$ cat config.mk
export PLATFORM = sky130hd
export DESIGN_NAME = t07_fxp_arith_unit
export DESIGN_NICKNAME = d
export VERILOG_FILES = /design/src/rtl/t07_fxp_pkg.sv /design/src/rtl/t07_fxp_divider.sv /design/src/rtl/t07_fxp_arith_unit.sv
export SDC_FILE = /design/constraint.sdc
export NUM_CORES = 1
export LEC_CHECK = 0
export CORE_MARGIN = 10
export CORE_UTILIZATION = 25
export CTS_CLUSTER_SIZE = 25
export DETAILED_ROUTE_END_ITERATION = 10
export GPL_TIMING_DRIVEN = 0
export PLACE_DENSITY = 0.35
export SYNTH_ARGS = -nofsm -noshare
export SYNTH_HDL_FRONTEND = slang
export SYNTH_SLANG_ARGS = --single-unit
$ cat constraint.sdc
create_clock -name clk -period 15.9 [get_ports clk]
set_input_delay 1.59 -clock clk [delete_from_list [all_inputs] [get_ports clk]]
set_output_delay 1.59 -clock clk [all_outputs]
set_load 0.01 [all_outputs]
$ cat src/rtl/t07_fxp_pkg.sv
// t07_fxp_pkg: shared op/state encodings and saturation limits for the fixed-point arithmetic unit
package t07_fxp_pkg;

   typedef enum logic [2:0] {
      OP_ADD,
      OP_SUB,
      OP_MUL,
      OP_DIV,
      OP_MIN,
      OP_MAX
   } op_t;

   typedef enum logic [1:0] {
      IDLE,
      MUL,
      DIV,
      DONE
   } state_t;

   // Limits are built at MAX_W bits and cut down to WIDTH by the user, so WIDTH <= MAX_W.
   localparam int MAX_W = 64;

   function automatic logic [MAX_W-1:0] max_pos(input int w);
      return (MAX_W'(1) << (w - 1)) - MAX_W'(1);
   endfunction

   function automatic logic [MAX_W-1:0] min_neg(input int w);
      return MAX_W'(1) << (w - 1);
   endfunction

endpackage

$ cat src/rtl/t07_fxp_divider.sv
// t07_fxp_divider: iterative restoring divider, one quotient bit per cycle over WIDTH+FRAC cycles
// Ports: clk, nrst (sync active-low); start_i loads dividend_i/divisor_i; done_o is high during the
// final iteration cycle, with quotient_o carrying the complete quotient in that same cycle.
module t07_fxp_divider #(
   parameter int WIDTH = 32,
   parameter int FRAC  = 16
) (
   input  logic                  clk,
   input  logic                  nrst,
   input  logic                  start_i,
   input  logic [WIDTH+FRAC-1:0] dividend_i,
   input  logic [WIDTH-1:0]      divisor_i,
   output logic                  done_o,
   output logic [WIDTH+FRAC-1:0] quotient_o
);

   localparam int NW = WIDTH + FRAC;
   localparam int CW = $clog2(NW);

   logic          busy_q;
   logic [CW-1:0] cnt_q;
   logic [WIDTH-1:0] rem_q, rem_d, dv_q;
   logic [NW-1:0] dq_q, dq_d;
   logic [WIDTH:0] sh;
   logic ge;

   // dq_q shifts dividend bits out of the top while quotient bits enter at the bottom.
   assign sh = {rem_q, dq_q[NW-1]};
   assign ge = sh >= {1'b0, dv_q};
   assign rem_d = ge ? WIDTH'(sh - {1'b0, dv_q}) : sh[WIDTH-1:0];
   assign dq_d = {dq_q[NW-2:0], ge};
   assign done_o = busy_q && cnt_q == CW'(NW - 1);
   assign quotient_o = dq_d;

   always_ff @(posedge clk) begin
      if (!nrst) begin
         busy_q <= 1'b0;
         cnt_q  <= '0;
         rem_q  <= '0;
         dq_q   <= '0;
         dv_q   <= '0;
      end else if (start_i) begin
         busy_q <= 1'b1;
         cnt_q  <= '0;
         rem_q  <= '0;
         dq_q   <= dividend_i;
         dv_q   <= divisor_i;
      end else if (busy_q) begin
         rem_q  <= rem_d;
         dq_q   <= dq_d;
         cnt_q  <= cnt_q + CW'(1);
         busy_q <= !done_o;
      end
   end

endmodule

$ cat src/rtl/t07_fxp_arith_unit.sv
// t07_fxp_arith_unit: multi-cycle signed Q fixed-point add/sub/min/max/mul/div behind valid/ready
// Ports: clk, nrst (sync active-low); in_valid/in_ready/op/val_a/val_b issue side;
// out_valid/out_ready/result/ovf_flag/dz_flag/zero_flag result side, held until out_ready.
module t07_fxp_arith_unit
   import t07_fxp_pkg::*;
#(
   parameter int WIDTH    = 32,
   parameter int FRAC     = 16,
   parameter bit SATURATE = 1'b1
) (
   input  logic             clk,
   input  logic             nrst,
   input  logic             in_valid,
   output logic             in_ready,
   input  logic [2:0]       op,
   input  logic [WIDTH-1:0] val_a,
   input  logic [WIDTH-1:0] val_b,
   output logic             out_valid,
   input  logic             out_ready,
   output logic [WIDTH-1:0] result,
   output logic             ovf_flag,
   output logic             dz_flag,
   output logic             zero_flag
);

   localparam int NW = WIDTH + FRAC;
   localparam int PW = 2 * WIDTH;
   localparam int CW = $clog2(WIDTH);
   localparam logic [WIDTH-1:0] MAX_V = WIDTH'(max_pos(WIDTH));
   localparam logic [WIDTH-1:0] MIN_V = WIDTH'(min_neg(WIDTH));
   localparam logic [PW-1:0] LIM_P = PW'(MAX_V);
   localparam logic [PW-1:0] LIM_N = PW'(MIN_V);

   state_t state_q, state_d;
   logic [PW-1:0] ma_q, ma_d, prod_q, prod_d, prod_nxt, fm;
   logic [WIDTH-1:0] mb_q, mb_d, res_q, res_d, abs_a, abs_b, s_res, f_res, f_wrap;
   logic [CW-1:0] cnt_q, cnt_d;
   logic sign_q, sign_d, ovf_q, ovf_d, dz_q, dz_d, zf_q, zf_d;
   logic [WIDTH:0] sum;
   logic s_ovf, s_dz, f_ovf, accept, div_start, div_done;
   logic [NW-1:0] div_dvd, div_quo;

   assign accept = in_valid && in_ready;
   // Magnitudes as unsigned WIDTH bits, so |MIN| = 2^(WIDTH-1) is exact.
   assign abs_a = val_a[WIDTH-1] ? -val_a : val_a;
   assign abs_b = val_b[WIDTH-1] ? -val_b : val_b;
   assign div_start = accept && op == OP_DIV && |val_b;
   assign div_dvd = NW'(abs_a) << FRAC;

   t07_fxp_divider #(.WIDTH(WIDTH), .FRAC(FRAC)) u_div (
      .clk       (clk),
      .nrst      (nrst),
      .start_i   (div_start),
      .dividend_i(div_dvd),
      .divisor_i (abs_b),
      .done_o    (div_done),
      .quotient_o(div_quo)
   );

   always_comb begin
      sum = op == OP_SUB ? {val_a[WIDTH-1], val_a} - {val_b[WIDTH-1], val_b}
                         : {val_a[WIDTH-1], val_a} + {val_b[WIDTH-1], val_b};
      s_res = '0;
      s_ovf = 1'b0;
      s_dz  = 1'b0;
      case (op)
         OP_ADD, OP_SUB: begin
            s_ovf = sum[WIDTH] ^ sum[WIDTH-1];
            s_res = s_ovf && SATURATE ? (sum[WIDTH] ? MIN_V : MAX_V) : sum[WIDTH-1:0];
         end
         OP_MIN: s_res = $signed(val_a) <= $signed(val_b) ? val_a : val_b;
         OP_MAX: s_res = $signed(val_a) >= $signed(val_b) ? val_a : val_b;
         // Only reaches DONE from here when val_b == 0; nonzero divisors go through the divider.
         OP_DIV: begin
            s_dz  = 1'b1;
            s_res = val_a[WIDTH-1] ? MIN_V : |val_a ? MAX_V : '0;
         end
         default: ;
      endcase
   end

   // Shared finalisation of MUL/DIV magnitudes: scale, overflow test against the signed limits, sign.
   assign prod_nxt = prod_q + (mb_q[0] ? ma_q : '0);
   assign fm = state_q == MUL ? prod_nxt >> FRAC : PW'(div_quo);
   assign f_ovf = fm > (sign_q ? LIM_N : LIM_P);
   assign f_wrap = WIDTH'(sign_q ? -fm : fm);
   assign f_res = f_ovf && SATURATE ? (sign_q ? MIN_V : MAX_V) : f_wrap;

   always_comb begin
      state_d = state_q;
      ma_d    = ma_q;
      mb_d    = mb_q;
      prod_d  = prod_q;
      cnt_d   = cnt_q;
      sign_d  = sign_q;
      res_d   = res_q;
      ovf_d   = ovf_q;
      dz_d    = dz_q;
      zf_d    = zf_q;
      case (state_q)
         IDLE: if (accept) begin
            sign_d = val_a[WIDTH-1] ^ val_b[WIDTH-1];
            ma_d   = PW'(abs_a);
            mb_d   = abs_b;
            prod_d = '0;
            cnt_d  = '0;
            if (op == OP_MUL) state_d = MUL;
            else if (div_start) state_d = DIV;
            else begin
               state_d = DONE;
               res_d   = s_res;
               ovf_d   = s_ovf;
               dz_d    = s_dz;
               zf_d    = ~|s_res;
            end
         end
         MUL: begin
            prod_d = prod_nxt;
            ma_d   = ma_q << 1;
            mb_d   = mb_q >> 1;
            cnt_d  = cnt_q + CW'(1);
            if (cnt_q == CW'(WIDTH - 1)) begin
               state_d = DONE;
               res_d   = f_res;
               ovf_d   = f_ovf;
               dz_d    = 1'b0;
               zf_d    = ~|f_res;
            end
         end
         DIV: if (div_done) begin
            state_d = DONE;
            res_d   = f_res;
            ovf_d   = f_ovf;
            dz_d    = 1'b0;
            zf_d    = ~|f_res;
         end
         DONE: if (out_ready) state_d = IDLE;
         default: state_d = IDLE;
      endcase
   end

   always_ff @(posedge clk) begin
      if (!nrst) begin
         state_q <= IDLE;
         ma_q    <= '0;
         mb_q    <= '0;
         prod_q  <= '0;
         cnt_q   <= '0;
         sign_q  <= 1'b0;
         res_q   <= '0;
         ovf_q   <= 1'b0;
         dz_q    <= 1'b0;
         zf_q    <= 1'b0;
      end else begin
         state_q <= state_d;
         ma_q    <= ma_d;
         mb_q    <= mb_d;
         prod_q  <= prod_d;
         cnt_q   <= cnt_d;
         sign_q  <= sign_d;
         res_q   <= res_d;
         ovf_q   <= ovf_d;
         dz_q    <= dz_d;
         zf_q    <= zf_d;
      end
   end

   assign in_ready  = state_q == IDLE;
   assign out_valid = state_q == DONE;
   assign result    = res_q;
   assign ovf_flag  = ovf_q;
   assign dz_flag   = dz_q;
   assign zero_flag = zf_q;

endmodule

-- Word-level counts from Yosys, hierarchy flattened
Index checks and enable logic that the tools add are counted.
- output and inout port bits: 37
- input bits: 71
- register bits: 322
- reduce and logical (&&, ||, !) cells: 22
- magnitude comparators: 4
- mux-type cells: 62
- equality and inequality tests: 16
- $add $sub $neg: 9
- bitwise logic cells: 3
- operators by type and width (cell ; number):
    2-to-1 mux 32 bit ; 18
    one-hot mux 64 bit (2 select lines) ; 2
    2-to-1 mux 64 bit ; 3
    2-to-1 mux 48 bit ; 3
    one-hot mux 32 bit (4 select lines) ; 1
    OR reduction 32 bit ; 4
    negation 32 bit ; 3
    one-hot mux 32 bit (3 select lines) ; 1
    adder 64 bit ; 1
    one-hot mux 32 bit (2 select lines) ; 1
    > comparator 48 x 32 -> 1 bit ; 1
    adder 32 x 32 -> 33 bit ; 1
    >= comparator 33 x 32 -> 1 bit ; 1
    2-to-1 mux 33 bit ; 1
    subtractor 32 x 32 -> 33 bit ; 1
    >= comparator 32 bit ; 1
    <= comparator 32 bit ; 1
    subtractor 32 bit ; 1
    2-to-1 mux 31 bit ; 1
    2-to-1 mux 1 bit ; 20
    2-to-1 mux 2 bit ; 5
    one-hot mux 5 bit (2 select lines) ; 1
    one-hot mux 1 bit (3 select lines) ; 3
    != test 2 x 1 -> 1 bit, second input constant ; 4
    other kinds (24) ; 37

-- Depth between registers and ports, before layout
Gate-level depths: netlist of the first run.
- depth in word-level cells: 11
- mapped depth: 34
- gate-level depth less buffers: 29

-- Cells and area by module
Synthesis of the first run repeated with hierarchy kept, for this count alone.
- cell total of the unflattened synthesis: 3899
- area total of the unflattened synthesis: 29119.2 µm²
- modules (own cells, without submodules) (module ; times used ; area each (µm²) ; cells each):
    t07_fxp_arith_unit ; 1 ; 21587.0 ; 3005
    t07_fxp_divider ; 1 ; 7532.2 ; 894

-- Worst setup path after synthesis of the first run
Ideal clock, no wire load.
- kind: register -> register
- from: register mb_q[0]
- to: register res_q[7] (netlist: result[7])
- arrival time: 6.169 ns
- path buffers: 5
- period minus slack after synthesis: 6.298 ns
- setup time: 0.129 ns
- required time: 15.771 ns
- slack: 9.602 ns
- stages on the path, launching flop included: 32
- path through: dfxtp_1 clkbuf_1 clkbuf_1 and2_1 ha_1 inv_1 fa_1 nand2b_1 a21o_1 a2111o_1 a2111o_1 a211o_1 and3_1 buf_4 inv_2 ha_1 nand4_1 nor2_1 a221oi_1 a31oi_1 o32ai_1 nand4_1 nand4bb_1 a2111oi_0 nand3_1 or2_1 buf_2 buf_2 nor2_1 o21ai_0 a31oi_1 a21oi_1
- longest elaborated chain between the ends: 8
- elaborated cells between the ends (all ways): 10
- RTL lines (item ; RTL line ; text):
    from (decl) ; t07_fxp_arith_unit.sv:36 ; logic [WIDTH-1:0] mb_q, mb_d, res_q, res_d, abs_a, abs_b, s_res, f_res, f_wrap;
    from (signal assigned) ; t07_fxp_arith_unit.sv:157 ; mb_q <= mb_d;
    2-to-1 mux 64 bit (*) ; t07_fxp_arith_unit.sv:83 ; assign prod_nxt = prod_q + (mb_q[0] ? ma_q : '0);
    adder 64 bit (*) ; t07_fxp_arith_unit.sv:83 ;
    2-to-1 mux 48 bit (*) ; t07_fxp_arith_unit.sv:84 ; assign fm = state_q == MUL ? prod_nxt >> FRAC : PW'(div_quo);
    negation 32 bit ; t07_fxp_arith_unit.sv:86 ; assign f_wrap = WIDTH'(sign_q ? -fm : fm);
    2-to-1 mux 32 bit ; t07_fxp_arith_unit.sv:86 ;
    2-to-1 mux 32 bit (*) ; t07_fxp_arith_unit.sv:87 ; assign f_res = f_ovf && SATURATE ? (sign_q ? MIN_V : MAX_V) : f_wrap;
    2-to-1 mux 32 bit (on tied branches) ; t07_fxp_arith_unit.sv:130, t07_fxp_arith_unit.sv:122 ;
    one-hot mux 32 bit (3 select lines) (*) ; t07_fxp_arith_unit.sv:100 ; case (state_q)
    to (signal assigned) ; t07_fxp_arith_unit.sv:161 ; res_q <= res_d;
    to (decl) ; t07_fxp_arith_unit.sv:36 ;
Every way passes the cells marked *; elsewhere a longest branch is shown, timed or not. The select of a mux whose other input is x is not followed.
A chain may end at the register's enable or synchronous reset.

-- Worst setup path after layout of the first run
- from: register state_q[0]
- to: register zf_q (netlist: zero_flag)
- longest elaborated chain between the ends: 9
- elaborated cells between the ends (all ways): 23
- RTL lines (item ; RTL line ; text):
    from (decl) ; t07_fxp_arith_unit.sv:34 ; state_t state_q, state_d;
    from (signal assigned) ; t07_fxp_arith_unit.sv:155 ; state_q <= state_d;
    equality test 2 x 1 -> 1 bit ; t07_fxp_arith_unit.sv:84, t07_fxp_arith_unit.sv:100 ;
    2-to-1 mux 48 bit ; t07_fxp_arith_unit.sv:84 ;
    negation 32 bit ; t07_fxp_arith_unit.sv:86 ;
    2-to-1 mux 32 bit ; t07_fxp_arith_unit.sv:86 ;
    2-to-1 mux 32 bit ; t07_fxp_arith_unit.sv:87 ;
    OR reduction 32 bit ; t07_fxp_arith_unit.sv:127, t07_fxp_arith_unit.sv:135 ;
    logical NOT 1 bit ; t07_fxp_arith_unit.sv:127, t07_fxp_arith_unit.sv:135 ;
    2-to-1 mux 1 bit (on tied branches) ; t07_fxp_arith_unit.sv:130, t07_fxp_arith_unit.sv:122 ;
    one-hot mux 1 bit (3 select lines) ; t07_fxp_arith_unit.sv:100 ;
    to (signal assigned) ; t07_fxp_arith_unit.sv:164 ; zf_q <= zf_d;
    to (decl) ; t07_fxp_arith_unit.sv:38 ; logic sign_q, sign_d, ovf_q, ovf_d, dz_q, dz_d, zf_q, zf_d;
Parallel ways exist; a longest one is shown, timed or not. The select of a mux whose other input is x is not followed.

==> results of run 1 <==
state kept, by name, summed over array words and instances (netlist names):
register and count:
ovf_flag 1, sign_q 1, mb_q 32, dz_flag 1, u_div.dv_q 32, state_q 2
result 32, cnt_q 5, prod_q 64, u_div.cnt_q 6, u_div.dq_q 48, zero_flag 1
u_div.busy_q 1, ma_q 64, u_div.rem_q 32
cells in the mapped netlist (all sizes together) (77+ instances only):
library cell  instances  area (µm²)
mux2i               131        1324
xnor2               115        1007
a21boi               77       593.1
inv                 161       604.3
nor2                282        1059
dfxtp               322        6446
and2                101       631.9
a21oi               248        1264
nor2b               126       788.3
o21ai               225        1126
clkbuf              208       783.3
nand3                79       395.4
nand2               475        1785
nor3                 96       511.8
ha                  201        2515
cell families after synthesis:
logic type / synth area share [%]
XOR/XNOR: 4.598
flip-flops: 21.69
multiplexers: 4.607
AND/OR/NAND/NOR: 24.51
buffers and inverters: 5.756
adder cells (fa/ha/maj): 8.733
AO/OA/AOI/OAI: 30.10
where the power goes:
part	internal, mW	total, mW	switching (mW)
combinational	0.681	2.20	1.52
sequential	0.913	1.01	0.0952
clock	0.645	1.12	0.472
critical path: cells and delay by family, from the launching register on:
kind | cells | cell delay [ps]
buffers and inverters | 11 | 5520
AND/OR/NAND/NOR | 9 | 2270
AO/OA/AOI/OAI | 4 | 1540
adder cells (fa/ha/maj) | 2 | 750
multiplexers | 1 | 510
flip-flops | 1 | 390
metrics by stage:
stage               setup slack (ps)  power [mW]  hold WS (ps)
finish                          4744       4.329         461.2
global route                    4528       4.564         487.3
CTS                             4761       4.346         464.4
detailed placement              4820       3.203         455.0
global placement                4805       3.215         447.2
floorplan                       9602       2.286         440.3
routing by layer:
layer,share of wire [%],GRT usage (%),routed length (µm),vias to the layer above
met5,0,0,0,-
met4,3.8,8.093,6045,0
met3,4.3,2.226,6794,216
met2,47,38.69,74120,890
met1,45,30.01,70840,15680
li1,-,-,-,15010
final timing paths:
kind	startpoint	end	slack [ps]	depth (start not counted)
worst max-delay path	state_q[0]	zero_flag	4740	27
worst min-delay path	result[23]	result[23]	460	2
worst max register to register	state_q[0]	zero_flag	4740	27
worst min register to register	result[23]	result[23]	460	2
cell type report:
class                           instances  area, µm²  area share [%]
Sequential cell                       322       6447           18.73
Tap cell                             1536       1922           5.583
Timing Repair Buffer                  114       1147           3.333
Inverter                              162      608.1           1.766
Antenna cell                            1      2.502        0.007269
Clock buffer                           64       1340           3.893
Multi-Input combinational cell       3225      21580           62.70
Buffer                                272       1104           3.206
Clock inverter                         22      269.0          0.7814
==> run metrics, run 1 <==
core footprint roughly 0.12 mm²; most frequent cells in the layout nand2_1, dfxtp_1, nor2_1, a21oi_1, clkbuf_1; Final nets 4,420; clk root buf clkbuf_16; Post-CTS Setup Bufs 0; Distinct cells, synth between 100 and 150; Least-Margin Pin Slew approximately 1400 ps; full die area 0.1330 mm²; crit path max-delay cell type clkbuf_1; Num Clock Sinks 322; pin count of the biggest net entering global routing 35; DP Area 0.03281 mm²; initial antenna violation count 10; Hold Path Class flop to flop; RSZ-0062 raised after global routing false; dominant synthesized flop cell dfxtp_1; final hold vios 0; Static Leak 13.62 nW; Power Dens Cells 125.8 mW/mm²; num rows 126; WS Path Type flop to flop; Tot GR Track Use 22.87%; # resized after CTS 0; Final TNS setup 0 ps; fill cell count 13,050; status finished, final reports clean; Worst-Skew Late Latency 670 ps; post-layout instance area 0.03442 mm²; layout cells sized above 1 5.549%; Rel. slew slack between 3 and 4%; Max VDD drop 0.00008478 V; Hold Buf Count CTS 0; async set or reset register ratio after synthesis 0%; maximum clock rate 89.64 MHz; syn nets approximately 4,300; EDFF count, synth 0; Routed WL approximately 160,000 µm; starting density of the core 25.16%; Placer Congestion 0.9360; CP endpoint kind flop; Layout Area Growth over Synthesis 15.85%; max_cap viols 0; critical path arrival 11,740 ps; most frequent cell on the critical path buf_2; Yosys reg bits 322; Initial DRC Count about 2,600; final core occ 29.15%; crit path time final 11,160 ps; dpl cells between 5,000 and 6,000; I/O pins around 110; Mapped Cells 3,981; Seq/Total Area, Yosys 21.69%; first-pass GRT wire length approximately 220,000 µm; Clock Tree Buf Depth 3; detailed-route DRC error count 0; grt ovf 0; H-tree Lvls 2; skew final 41.69 ps; Die X between 300 and 400 µm; critical path peak fanout 10; Worst EP required 16,480 ps; Warnings, synthesis 0; period utilization 70.16%; CP startpoint kind flop; final setup vio count 0; vias in the first global route between 30,000 and 40,000; Non-Filler Instances 5,718; Clock Pin Slew Worst Setup and Hold Paths 60 ps; CTS tree done; wire length per cell 27.60 µm; syn_area_per_cell 7.464 µm²; clock buffer count from CTS 47; Vias 31,790; Final HPWL DP 127,700 µm; commonest non-fill, non-tap cell in the layout nand2_1; max incr delay on CP 970 ps; Final Slew Violations 0; die height 364.8 µm; Mapped Area roughly 0.030 mm²; Final ANT Viol Nets 0; drt pass-1 iters 8; vias per cell ~5.6; IO Port Bufs ~110
(Power assumes the default switching activity.)
==> inputs of run 2 (changes only) <==
- clock period: 15.9 -> 10.8 ns (I/O delays scaled with it)
==> run 2 against run 1 <==
Combinational power grew 48%. Die area is the same. Utilization is essentially flat. Critical endpoint unchanged.
==> run metrics, run 2 (same netlist as run 1, synthesis figures left out) <==
fill cell count 13,050 (-0.0077%); Final ANT Viol Nets 0 (unchanged); critical path arrival 10,920 ps (-820 ps); Worst R2R End zero_flag; hold endpoint mb_q[5]; IO Port Bufs 105 (unchanged); Psw 3.081 mW (+47%); Power Dens Cells 185.3 mW/mm² (+47%); min-delay src mb_q[5]; full die area 0.1330 mm² (unchanged); starting density of the core 25.16% (unchanged); max_cap viols 0 (unchanged); hold depth 2 (unchanged); worst hold slack 463.1 ps (+1.862 ps); Post-Route M1 WL 71,080 µm (+0.34%); final setup vio count 0 (unchanged); Vias 31,770 (-0.082%); Layout Area Growth over Synthesis 15.86% (about the same); CP startpoint kind flop; CP endpoint kind flop; Sw Ratio 48.30% (about the same); reg2reg start state_q[0]; status finished, final reports clean; detailed-route DRC error count 0 (unchanged); Final Slew Violations 0 (unchanged); biggest regs ma_q: 64 flops, prod_q: 64 flops, u_div.dq_q: 48 flops; Placer Congestion 0.9360 (unchanged); met2 wire len 74,170 µm (about the same); RSZ-0062 raised after global routing false; Clock Tree Buf Depth 3 (unchanged); H-tree Lvls 2 (unchanged); Worst-Skew Late Latency 670 ps (about the same); layout cells sized above 1 5.597% (+0.048 points); r2r setup slk 470 ps (-4280 ps); most frequent cells in the layout nand2_1, dfxtp_1, nor2_1, a21oi_1, clkbuf_1; Top Metal Used met4; period utilization 95.67% (+26 points); Routed WL 157,900 µm (about the same); WS Path Type flop to flop; maximum clock rate 96.79 MHz (+8.0%); metal3 WL 6750 µm (-0.65%); Reg power frac 23.3% (about the same); num rows 126 (unchanged); commonest non-fill, non-tap cell in the layout nand2_1; I/O pins 108 (unchanged); skew final 44.29 ps (+2.602 ps); DP Area 0.03281 mm² (unchanged); Tot GR Track Use 22.87% (about the same); Die X 364.8 µm (unchanged); CTS tree done; critical path peak fanout 10 (unchanged); Num Clock Sinks 322 (unchanged); drt pass-1 iters 9 (+1); post-layout instance area 0.03443 mm² (about the same); Worst Reg-to-Reg Cells 27 (unchanged); wire length per cell 27.61 µm (about the same); vias per cell 5.556 (about the same); Hold Path Class flop to flop; Final HPWL DP 127,700 µm (unchanged); pin count of the biggest net entering global routing 35 (unchanged); die height 364.8 µm (unchanged); grt ovf 0 (unchanged); internal power 3.297 mW (+47%); Hold Buf Count CTS 0 (unchanged); first-pass GRT wire length 224,900 µm (about the same); clk root buf clkbuf_16; core footprint 0.1181 mm² (unchanged); Static Leak 13.63 nW (about the same); Gate power share 50.9% (about the same); Max VDD drop 0.0001239 V (+46%); Clock Pin Slew Worst Setup and Hold Paths 60 ps (about the same); Least-Margin Pin Slew 1426 ps (-18.54 ps); vias in the first global route 30,810 (-0.0032%); Rel. slew slack 4.792% (+1.1 points); crit path time final 10,330 ps (-823.9 ps); Worst EP required 11,380 ps (-5100 ps); final hold vios 0 (unchanged); Clk pwr share 25.8% (about the same); initial antenna violation count 10 (unchanged); Final nets 4,420 (unchanged); Initial DRC Count 2,593 (-0.46%); clock buffer count from CTS 47 (unchanged)
## run 2: changes by cell type in the layout (fill, tap and decap cells not counted)
| cell | change |
|---|---|
| buf_1 | -1 |
| clkbuf_2 | +2 |
| clkbuf_1 | -1 |
## run 2: power by group through the flow
stage          sequential (mW)  combinational (mW)  clock (mW)
6_report                  1.48                3.25        1.65
3_3_place_gp              1.51                3.23           0
2_1_floorplan             1.47                1.90           0
4_1_cts                   1.48                3.22        1.69
5_1_grt                   1.50                3.49        1.73
3_5_place_dp              1.51                3.21           0
## run 2: worst max path at each step
| stage | end | slack [ps] | from |
|---|---|---|---|
| finish | zero_flag | 470 | state_q[0] |
| global route | zero_flag | 280 | state_q[0] |
| CTS | zero_flag | 70 | state_q[0] |
| detailed placement | zero_flag | -280 | state_q[1] |
| global placement | zero_flag | -290 | state_q[1] |
| floorplan | result[7] | 4500 | mb_q[0] |
## run 2: layout make-up
cell class | count | area, µm² | area share [%]
diodes | 1 | 2.502 | 0.007269
clock inverters | 22 | 269.0 | 0.7814
repair buffers | 114 | 1147 | 3.333
well taps | 1536 | 1922 | 5.582
inverters | 162 | 608.1 | 1.766
clock buffers | 64 | 1340 | 3.892
multi-input cells | 3225 | 21580 | 62.70
plain buffers | 272 | 1106 | 3.213
flip-flops and latches | 322 | 6447 | 18.73
## run 2: timing repair
item	4_1_cts	5_1_grt
resized for setup	1	2
buffers inserted	0	0
setup endpoints to repair	11	3
## run 2: per-stage QoR
stage	util, %	std cells	power (mW)	setup TNS [ps]	setup slack, ps
after global placement	27.68	5622	4.733	-1155	-294.8
after floorplan	-	3981	3.365	0	4502
final	29.16	5718	6.378	0	468.1
after global routing	29.15	5717	6.720	0	278.8
after detailed placement	27.79	5631	4.716	-756.5	-280.2
after CTS	29.15	5717	6.398	0	71.46
## run 2: per-layer routing
layer  GRT usage, %  vias to the layer above
li1               -                    15010
met4          8.093                        0
met1          30.01                    15680
met5              0                        -
met3          2.221                      202
met2          38.69                      873
## run 2: critical path, cell delays in order (launching register included)
cell	delay, ps
dfxtp_1	390
ha_1	450
buf_2	370
buf_2	390
clkbuf_1	750
clkbuf_2	600
buf_2	420
clkbuf_1	580
buf_2	520
clkbuf_2	570
mux2i_1	490
inv_1	90
ha_1	310
nand3_1	120
nor4_1	80
a221o_1	330
o32ai_1	630
nand4_1	170
nand4bb_1	280
a2111oi_0	400
nand3_1	310
or2_1	320
buf_2	200
buf_2	230
nor2_1	260
nand4_1	120
nor4_1	610
a211o_1	170
